--- config.mk ---
export PLATFORM = sky130hd
export DESIGN_NAME = multicycle_ctrl_fsm
export DESIGN_NICKNAME = d
export VERILOG_FILES = /design/src/rtl/mips_ctrl_pkg.sv /design/src/rtl/mem_wait_timer.sv /design/src/rtl/multicycle_ctrl_fsm.sv
export SDC_FILE = /design/constraint.sdc
export NUM_CORES = 1
export LEC_CHECK = 0
export CELL_PAD_IN_SITES_DETAIL_PLACEMENT = 1
export CELL_PAD_IN_SITES_GLOBAL_PLACEMENT = 1
export CORE_MARGIN = 2
export CORE_UTILIZATION = 45
export CTS_CLUSTER_SIZE = 28
export DETAILED_ROUTE_END_ITERATION = 10
export DONT_BUFFER_PORTS = 1
export GPL_ROUTABILITY_DRIVEN = 0
export HOLD_SLACK_MARGIN = 0.06
export PLACE_DENSITY = 0.82
export SYNTH_ARGS = -nofsm -noshare
export SYNTH_HDL_FRONTEND = slang
export SYNTH_SLANG_ARGS = --single-unit
--- constraint.sdc ---
create_clock -name clk -period 3.9 [get_ports clk]
set_input_delay 0.78 -clock clk [delete_from_list [all_inputs] [get_ports clk]]
set_output_delay 0.78 -clock clk [all_outputs]
set_load 0.02 [all_outputs]
--- src/rtl/mips_ctrl_pkg.sv ---
// Shared encodings for the multi-cycle MIPS control path: FSM states, opcodes and
// datapath mux select values used by the controller, datapath and ALU decoder.
package mips_ctrl_pkg;

    typedef enum logic [3:0] {
        S_INIT   = 4'd0,
        S_FETCH  = 4'd1,
        S_DECODE = 4'd2,
        S_MEMADR = 4'd3,
        S_MEMRD  = 4'd4,
        S_MEMWB  = 4'd5,
        S_MEMWR  = 4'd6,
        S_RTEX   = 4'd7,
        S_RTWB   = 4'd8,
        S_BEQEX  = 4'd9,
        S_ADDIEX = 4'd10,
        S_ADDIWB = 4'd11,
        S_JEX    = 4'd12,
        S_ERR    = 4'd13
    } state_t;

    localparam logic [5:0] OP_RTYPE = 6'b000000;
    localparam logic [5:0] OP_LW    = 6'b100011;
    localparam logic [5:0] OP_SW    = 6'b101011;
    localparam logic [5:0] OP_BEQ   = 6'b000100;
    localparam logic [5:0] OP_ADDI  = 6'b001000;
    localparam logic [5:0] OP_J     = 6'b000010;

    localparam logic [1:0] SRCB_REGB    = 2'b00;
    localparam logic [1:0] SRCB_FOUR    = 2'b01;
    localparam logic [1:0] SRCB_IMM     = 2'b10;
    localparam logic [1:0] SRCB_IMM_SH2 = 2'b11;

    localparam logic [1:0] ALUOP_ADD   = 2'b00;
    localparam logic [1:0] ALUOP_SUB   = 2'b01;
    localparam logic [1:0] ALUOP_FUNCT = 2'b10;

    localparam logic [1:0] PCSRC_ALU    = 2'b00;
    localparam logic [1:0] PCSRC_ALUOUT = 2'b01;
    localparam logic [1:0] PCSRC_JUMP   = 2'b10;

    // States that hold a memory request open until mem_ready.
    function automatic logic is_mem_state(input state_t s);
        return (s == S_FETCH) || (s == S_MEMRD) || (s == S_MEMWR);
    endfunction

endpackage

--- src/rtl/mem_wait_timer.sv ---
// Counts consecutive not-ready cycles of one memory access and flags the cycle
// on which the access has waited TIMEOUT cycles without completing.
module mem_wait_timer #(
    parameter int TIMEOUT = 15,
    parameter int CNT_W   = 4
) (
    input  logic clk,
    input  logic rst_n,
    input  logic active,
    input  logic ready,
    output logic timeout
);

    localparam logic [CNT_W-1:0] LIMIT = CNT_W'(TIMEOUT);

    logic [CNT_W-1:0] cnt;

    // Held at zero outside memory states, so every access starts from zero.
    always_ff @(posedge clk or negedge rst_n) begin
        if (!rst_n) begin
            cnt <= '0;
        end else if (!active || ready) begin
            cnt <= '0;
        end else if (cnt != LIMIT) begin
            cnt <= cnt + 1'b1;
        end
    end

    // A completing access on the limit cycle is not a timeout.
    assign timeout = active && !ready && (cnt == LIMIT);

endmodule

--- src/rtl/multicycle_ctrl_fsm.sv ---
// Multi-cycle MIPS control sequencer: steps each instruction through its states,
// drives datapath selects/enables, and traps illegal opcodes and memory timeouts.
module multicycle_ctrl_fsm
    import mips_ctrl_pkg::*;
#(
    parameter int TIMEOUT = 15,
    parameter int CNT_W   = 4
) (
    input  logic       clk,
    input  logic       rst_n,
    input  logic [5:0] opcode,
    input  logic       zero,
    input  logic       mem_ready,
    output logic       mem_req,
    output logic       mem_write,
    output logic       iord,
    output logic       ir_write,
    output logic       reg_dst,
    output logic       mem_to_reg,
    output logic       reg_write,
    output logic       alu_src_a,
    output logic [1:0] alu_src_b,
    output logic [1:0] alu_op,
    output logic [1:0] pc_src,
    output logic       pc_en,
    output logic       err
);

    state_t state, next;
    logic   timeout;
    logic   pc_write;
    logic   branch;

    mem_wait_timer #(
        .TIMEOUT (TIMEOUT),
        .CNT_W   (CNT_W)
    ) u_timer (
        .clk     (clk),
        .rst_n   (rst_n),
        .active  (is_mem_state(state)),
        .ready   (mem_ready),
        .timeout (timeout)
    );

    always_ff @(posedge clk or negedge rst_n) begin
        if (!rst_n) state <= S_INIT;
        else        state <= next;
    end

    always_comb begin
        next       = state;
        mem_req    = 1'b0;
        mem_write  = 1'b0;
        iord       = 1'b0;
        ir_write   = 1'b0;
        reg_dst    = 1'b0;
        mem_to_reg = 1'b0;
        reg_write  = 1'b0;
        alu_src_a  = 1'b0;
        alu_src_b  = SRCB_REGB;
        alu_op     = ALUOP_ADD;
        pc_src     = PCSRC_ALU;
        pc_write   = 1'b0;
        branch     = 1'b0;
        err        = 1'b0;

        case (state)
            S_INIT: next = S_FETCH;

            // PC+4 computed while the instruction is read.
            S_FETCH: begin
                mem_req   = 1'b1;
                alu_src_b = SRCB_FOUR;
                if (mem_ready) begin
                    ir_write = 1'b1;
                    pc_write = 1'b1;
                    next     = S_DECODE;
                end else if (timeout) begin
                    next = S_ERR;
                end
            end

            // Branch target speculatively computed into ALUOut.
            S_DECODE: begin
                alu_src_b = SRCB_IMM_SH2;
                case (opcode)
                    OP_LW, OP_SW: next = S_MEMADR;
                    OP_RTYPE:     next = S_RTEX;
                    OP_BEQ:       next = S_BEQEX;
                    OP_ADDI:      next = S_ADDIEX;
                    OP_J:         next = S_JEX;
                    default:      next = S_ERR;
                endcase
            end

            S_MEMADR: begin
                alu_src_a = 1'b1;
                alu_src_b = SRCB_IMM;
                if (opcode == OP_LW)      next = S_MEMRD;
                else if (opcode == OP_SW) next = S_MEMWR;
                else                      next = S_ERR;
            end

            S_MEMRD: begin
                mem_req = 1'b1;
                iord    = 1'b1;
                if (mem_ready)    next = S_MEMWB;
                else if (timeout) next = S_ERR;
            end

            S_MEMWB: begin
                reg_write  = 1'b1;
                mem_to_reg = 1'b1;
                next       = S_FETCH;
            end

            S_MEMWR: begin
                mem_req   = 1'b1;
                mem_write = 1'b1;
                iord      = 1'b1;
                if (mem_ready)    next = S_FETCH;
                else if (timeout) next = S_ERR;
            end

            S_RTEX: begin
                alu_src_a = 1'b1;
                alu_op    = ALUOP_FUNCT;
                next      = S_RTWB;
            end

            S_RTWB: begin
                reg_write = 1'b1;
                reg_dst   = 1'b1;
                next      = S_FETCH;
            end

            S_BEQEX: begin
                alu_src_a = 1'b1;
                alu_op    = ALUOP_SUB;
                pc_src    = PCSRC_ALUOUT;
                branch    = 1'b1;
                next      = S_FETCH;
            end

            S_ADDIEX: begin
                alu_src_a = 1'b1;
                alu_src_b = SRCB_IMM;
                next      = S_ADDIWB;
            end

            S_ADDIWB: begin
                reg_write = 1'b1;
                next      = S_FETCH;
            end

            S_JEX: begin
                pc_src   = PCSRC_JUMP;
                pc_write = 1'b1;
                next     = S_FETCH;
            end

            S_ERR: err = 1'b1;

            default: next = S_ERR;
        endcase
    end

    assign pc_en = pc_write | (branch & zero);

endmodule

Word level (Yosys, flattened, before mapping)

Index checks and enable logic that the tools add are counted.

Input port bits: 10
Flip-flop bits (word level): 8

Add/subtract/negate cells: 1
Reductions and logical operators: 17
Bitwise operators: 2
Eq/ne operators: 20
Muxes and demuxes: 25

Operator list:

| kind                                                | number |
|---|---|
| one-hot mux 4 bit (9 select lines)                  | 1 |
| two-way mux 4 bit                                   | 8 |
| equality test 4 bit, second input constant          | 7 |
| one-hot mux 4 bit (5 select lines)                  | 1 |
| equality test 4 x 3 -> 1 bit, second input constant | 4 |
| equality test 6 bit, second input constant          | 2 |
| two-way mux 1 bit                                   | 11 |
| equality test 4 x 2 -> 1 bit, second input constant | 2 |
| one-hot mux 2 bit (2 select lines)                  | 2 |
| equality test 6 x 2 -> 1 bit, second input constant | 1 |
| equality test 6 x 3 -> 1 bit, second input constant | 1 |
| equality test 6 x 4 -> 1 bit, second input constant | 1 |
| logical NOT 6 bit                                   | 1 |
| one-hot mux 2 bit (3 select lines)                  | 1 |
| OR reduction 2 bit                                  | 3 |
| OR reduction 3 bit                                  | 2 |
| OR reduction 6 bit                                  | 1 |
| adder 4 x 1 -> 4 bit, second input constant         | 1 |
| equality test 4 x 1 -> 1 bit, second input constant | 1 |
| logical NOT 4 bit                                   | 1 |
| != test 4 bit, second input constant                | 1 |
| OR reduction 4 bit                                  | 1 |
| logical OR 1 bit                                    | 3 |
| logical AND 1 bit                                   | 2 |
| other kinds (5)                                     | 6 |

Longest topological paths before layout

Depth after elaboration: 8
Depth in mapped cells: 5
Mapped depth without buffers: 5

Modules after synthesis

A second synthesis with hierarchy kept.

Cells, all modules: 104
Area, all modules: 843.3 um2

By module, submodules not included:

| module              | instances | cells each | area each (um2) | sequential area each (um2) |
|---|---|---|---|---|
| multicycle_ctrl_fsm | 1         | 83         | 615.6           | 100.1 |
| mem_wait_timer      | 1         | 21         | 227.7           | 100.1 |

Worst setup path after synthesis

Ideal clock, no wire load.

Path type: register to output
From: register state[3]
To: output port pc_en
Stages on the path, launching flop included: 5
Setup slack: 1.655 ns
Data arrival time: 1.465 ns
Path buffers: 1
Cells stage by stage: dfrtp_1 -> buf_2 -> nand2_1 -> nor3_1 -> a211o_1

Cells in the longest elaborated chain, start to end: 4
Elaborated cells between the ends (all ways): 7
Those cells by class: eq/ne (3); mux (2); bitwise (2)

RTL lines:

| element                | RTL line                   | text |
|---|---|---|
| from (decl)            | multicycle_ctrl_fsm.sv:29  | `state_t state, next;` |
| from (signal assigned) | multicycle_ctrl_fsm.sv:47  | `else state <= next;` |
| equality test 4 bit    | multicycle_ctrl_fsm.sv:67  | `case (state)` |
| two-way mux 1 bit      | multicycle_ctrl_fsm.sv:67  |  |
| AND 1 bit              | multicycle_ctrl_fsm.sv:168 | `assign pc_en = pc_write \| (branch & zero);` |
| bitwise OR 1 bit *     | multicycle_ctrl_fsm.sv:168 |  |
| to (decl)              | multicycle_ctrl_fsm.sv:25  | `output logic pc_en,` |

Every way passes the cells marked *; elsewhere a longest branch is shown, timed or not.

Final worst setup path

Same ends and word-level chain as after synthesis.

==> results.toml <==
[finish]
multiInputGateArea_sq_um = 517
regArea_sq_um = 200
layout-drive-gt1-share_pct = 8.16
syn_to_final_growth_pct = 3.03
fill_cells = 208
final_nets = 111
final_cells = 114
antenna_cells = 0

[synthesis]
netlist_area_sq_um = 744
synthTopCellsByCount = "nor2_1 (16), dfrtp_1 (8), nand2_1 (8)"
synthArstFlopShare_pct = 100
syn_area_per_cell_sq_um = 7.52
synth_top_cell_by_area = "dfrtp_1"
ys_types = 36
dominantRegCellSynth = "dfrtp_1"
synth_warnings = 0
synth_cells = 99
synthesis.nets = 110
synth.area.top_cells = "dfrtp_1 (27%), nor2_1 (8.1%), nand2b_1 (5.9%), nand3_1 (4.0%), nand2_1 (4.0%)"
synth.most_common_cell = "nor2_1"
synth-edff-count = 0
synth_seq_cells = 8
synth_top_area_share_pct = 26.9
ys_seq_area_share_pct = 26.9

[clock_network]
clkLatencyLatePin_ps = 260
postCtsHoldBufs = 0
cts_tree = "yes"
postCtsSetupBuffers = 0
cts_buffers = 3
clockBufferDepth = 2
root_buffer = "clkbuf_4"
htreeDepth = 1
cts_resized = 0
cts_num_sinks = 8
path_clk_slew_ps = 60

[sta]
slew_headroom_pct = 52.7
max_slew.worst_pin.slew_ps = 704
setup_viol = 0
hold_viol = 0
rsz0062_at_grt = "false"
fmax_mhz = 376
fin_crit_sh_pct = 68.1
whs_ps = 212
fin_setup_tns_ps = 0
fin_crit_ps = 2660
fin_worst_skew_ps = 8.74
drv_slew = 0

[setup_path]
arrival_ps = 1880
reg2reg_to = "u_timer.cnt[2]"
crit_fanout = 15
r2r_setup_slack_ps = 2060
worst_setup_path_start_kind = "flop"
ff2ff_path_depth = 4
crit_required_ps = 3120
rr_startpoint = "state[0]"
path_class = "reg2out"
cp-end-kind = "output pin"

[floorplanning]
coreArea_sq_um = 1520
rows = 14
die_x_microns = 44.7
dieArea_sq_um = 2000
initial_core_util_pct = 48.9
pin_count = 26
fp.dieH_microns = 44.7

[global_route]
grt_util_met2_pct = 34.8
use_met3_pct = 9.80
antenna_found_initial = 0
grt_use_met1_pct = 29.2
grt_busiest_layer = "met2"
grt_pass1_wl_microns = 3310
grt_max_degree = 19
grt_util_all_layers_pct = 23.0
grt_pass1_vias = 733
grt_overflow = 0

[run_status]
status = "complete, no violations"

[placed_design]
place_hpwl_microns = 1610
numPortBuffers = 0
post-place-cells = 111

[routing]
routedWlPerCell_microns = 18.2
drt-vias-per-instance = 6.65
finalWirelength_microns = 2080
ant_nets = 0
drt-initial-drc-count = 17
drt_pass1_iterations = 4
drcViolationCount = 0
via_count = 758

[pwr]
vdd_ir_drop_max_mv = 0.468
p_per_area_nw_per_um2 = 745
leakagePower_nw = 0.321

[flow_run]
max_cap_violations = 0

[hold_path]
hp-class = "in2async"
[placed cells by master, fill, tap and decap left out, types with 2 or more instances in the layout]
cell type	netlist	final
xnor2_1	3	3
o22ai_1	2	2
dfrtp_1	8	8
nor3_1	4	4
nand2_1	8	8
nor2_1	16	16
a21oi_1	3	3
nand3_1	6	6
clkbuf_4	0	3
nand2b_1	7	7
o21ai_0	4	4
inv_1	2	2
and3_1	2	2
a211o_1	3	3
nor3_2	2	2
nor2b_1	4	4
a2bb2oi_1	2	2
[per-layer routing]
| layer | share of wire (%) | vias up |
|---|---|---|
| met5 | 0 | - |
| met4 | 1.1 | 0 |
| met3 | 7.8 | 4 |
| met2 | 43 | 31 |
| met1 | 48 | 363 |
| li1 | - | 360 |
[worst max path at each step]
stage | startpoint | end | slack, ps | cells after the start
floorplan | state[3] | pc_en | 1660 | 4
global placement | state[3] | pc_en | 1550 | 3
detailed placement | state[3] | pc_en | 1520 | 3
CTS | state[3] | pc_en | 1240 | 3
global route | state[3] | pc_en | 1150 | 3
finish | state[3] | pc_en | 1240 | 3
[cells by family (layout without fill, tap and decap cells)]
group                      Yosys count  count (layout)  share of synthesized area (%)
and+or+nand+nor                     57              57                           40.3
adders and majority gates            1               1                           1.68
DFF                                  8               8                           26.9
xor gates and xnor gates             3               3                           3.53
muxes                                1               1                           1.34
buffers and inverters                6               5                           3.70
AOI/OAI and AO/OA                   23              23                           22.5
[report_power, final]
part	switching, mW	internal [mW]	leakage [nW]
combinational	0.216	0.113	0.201
sequential	0.0727	0.106	0.106
clock	0.0285	0.0352	0.0138
[flip-flops by register name (all words and copies together) (netlist names)]
register,flops
u_timer.cnt,4
state,4
[critical path, stage by stage, from the launching register on]
cell and delay [ps]:
dfrtp_1 630, nand2_1 130, nor3_1 570, a211o_1 300
[per-stage QoR]
stage               utilization [%]  setup WS (ps)  power [mW]  area, sq um
floorplan                         -           1660       0.449          744
global placement               48.9           1550       0.489          744
detailed placement             48.9           1520       0.508          744
CTS                            50.3           1240       0.575          767
global route                   50.3           1150       0.613          767
finish                         50.3           1240       0.571          767
[cell type report]
type	instances	share of cell area (%)
inverter	2	0.979
multi-input combinational	85	67.4
clock buffer	3	2.94
sequential	8	26.1
tap	16	2.61
Power figures use the tool's default switching activity.
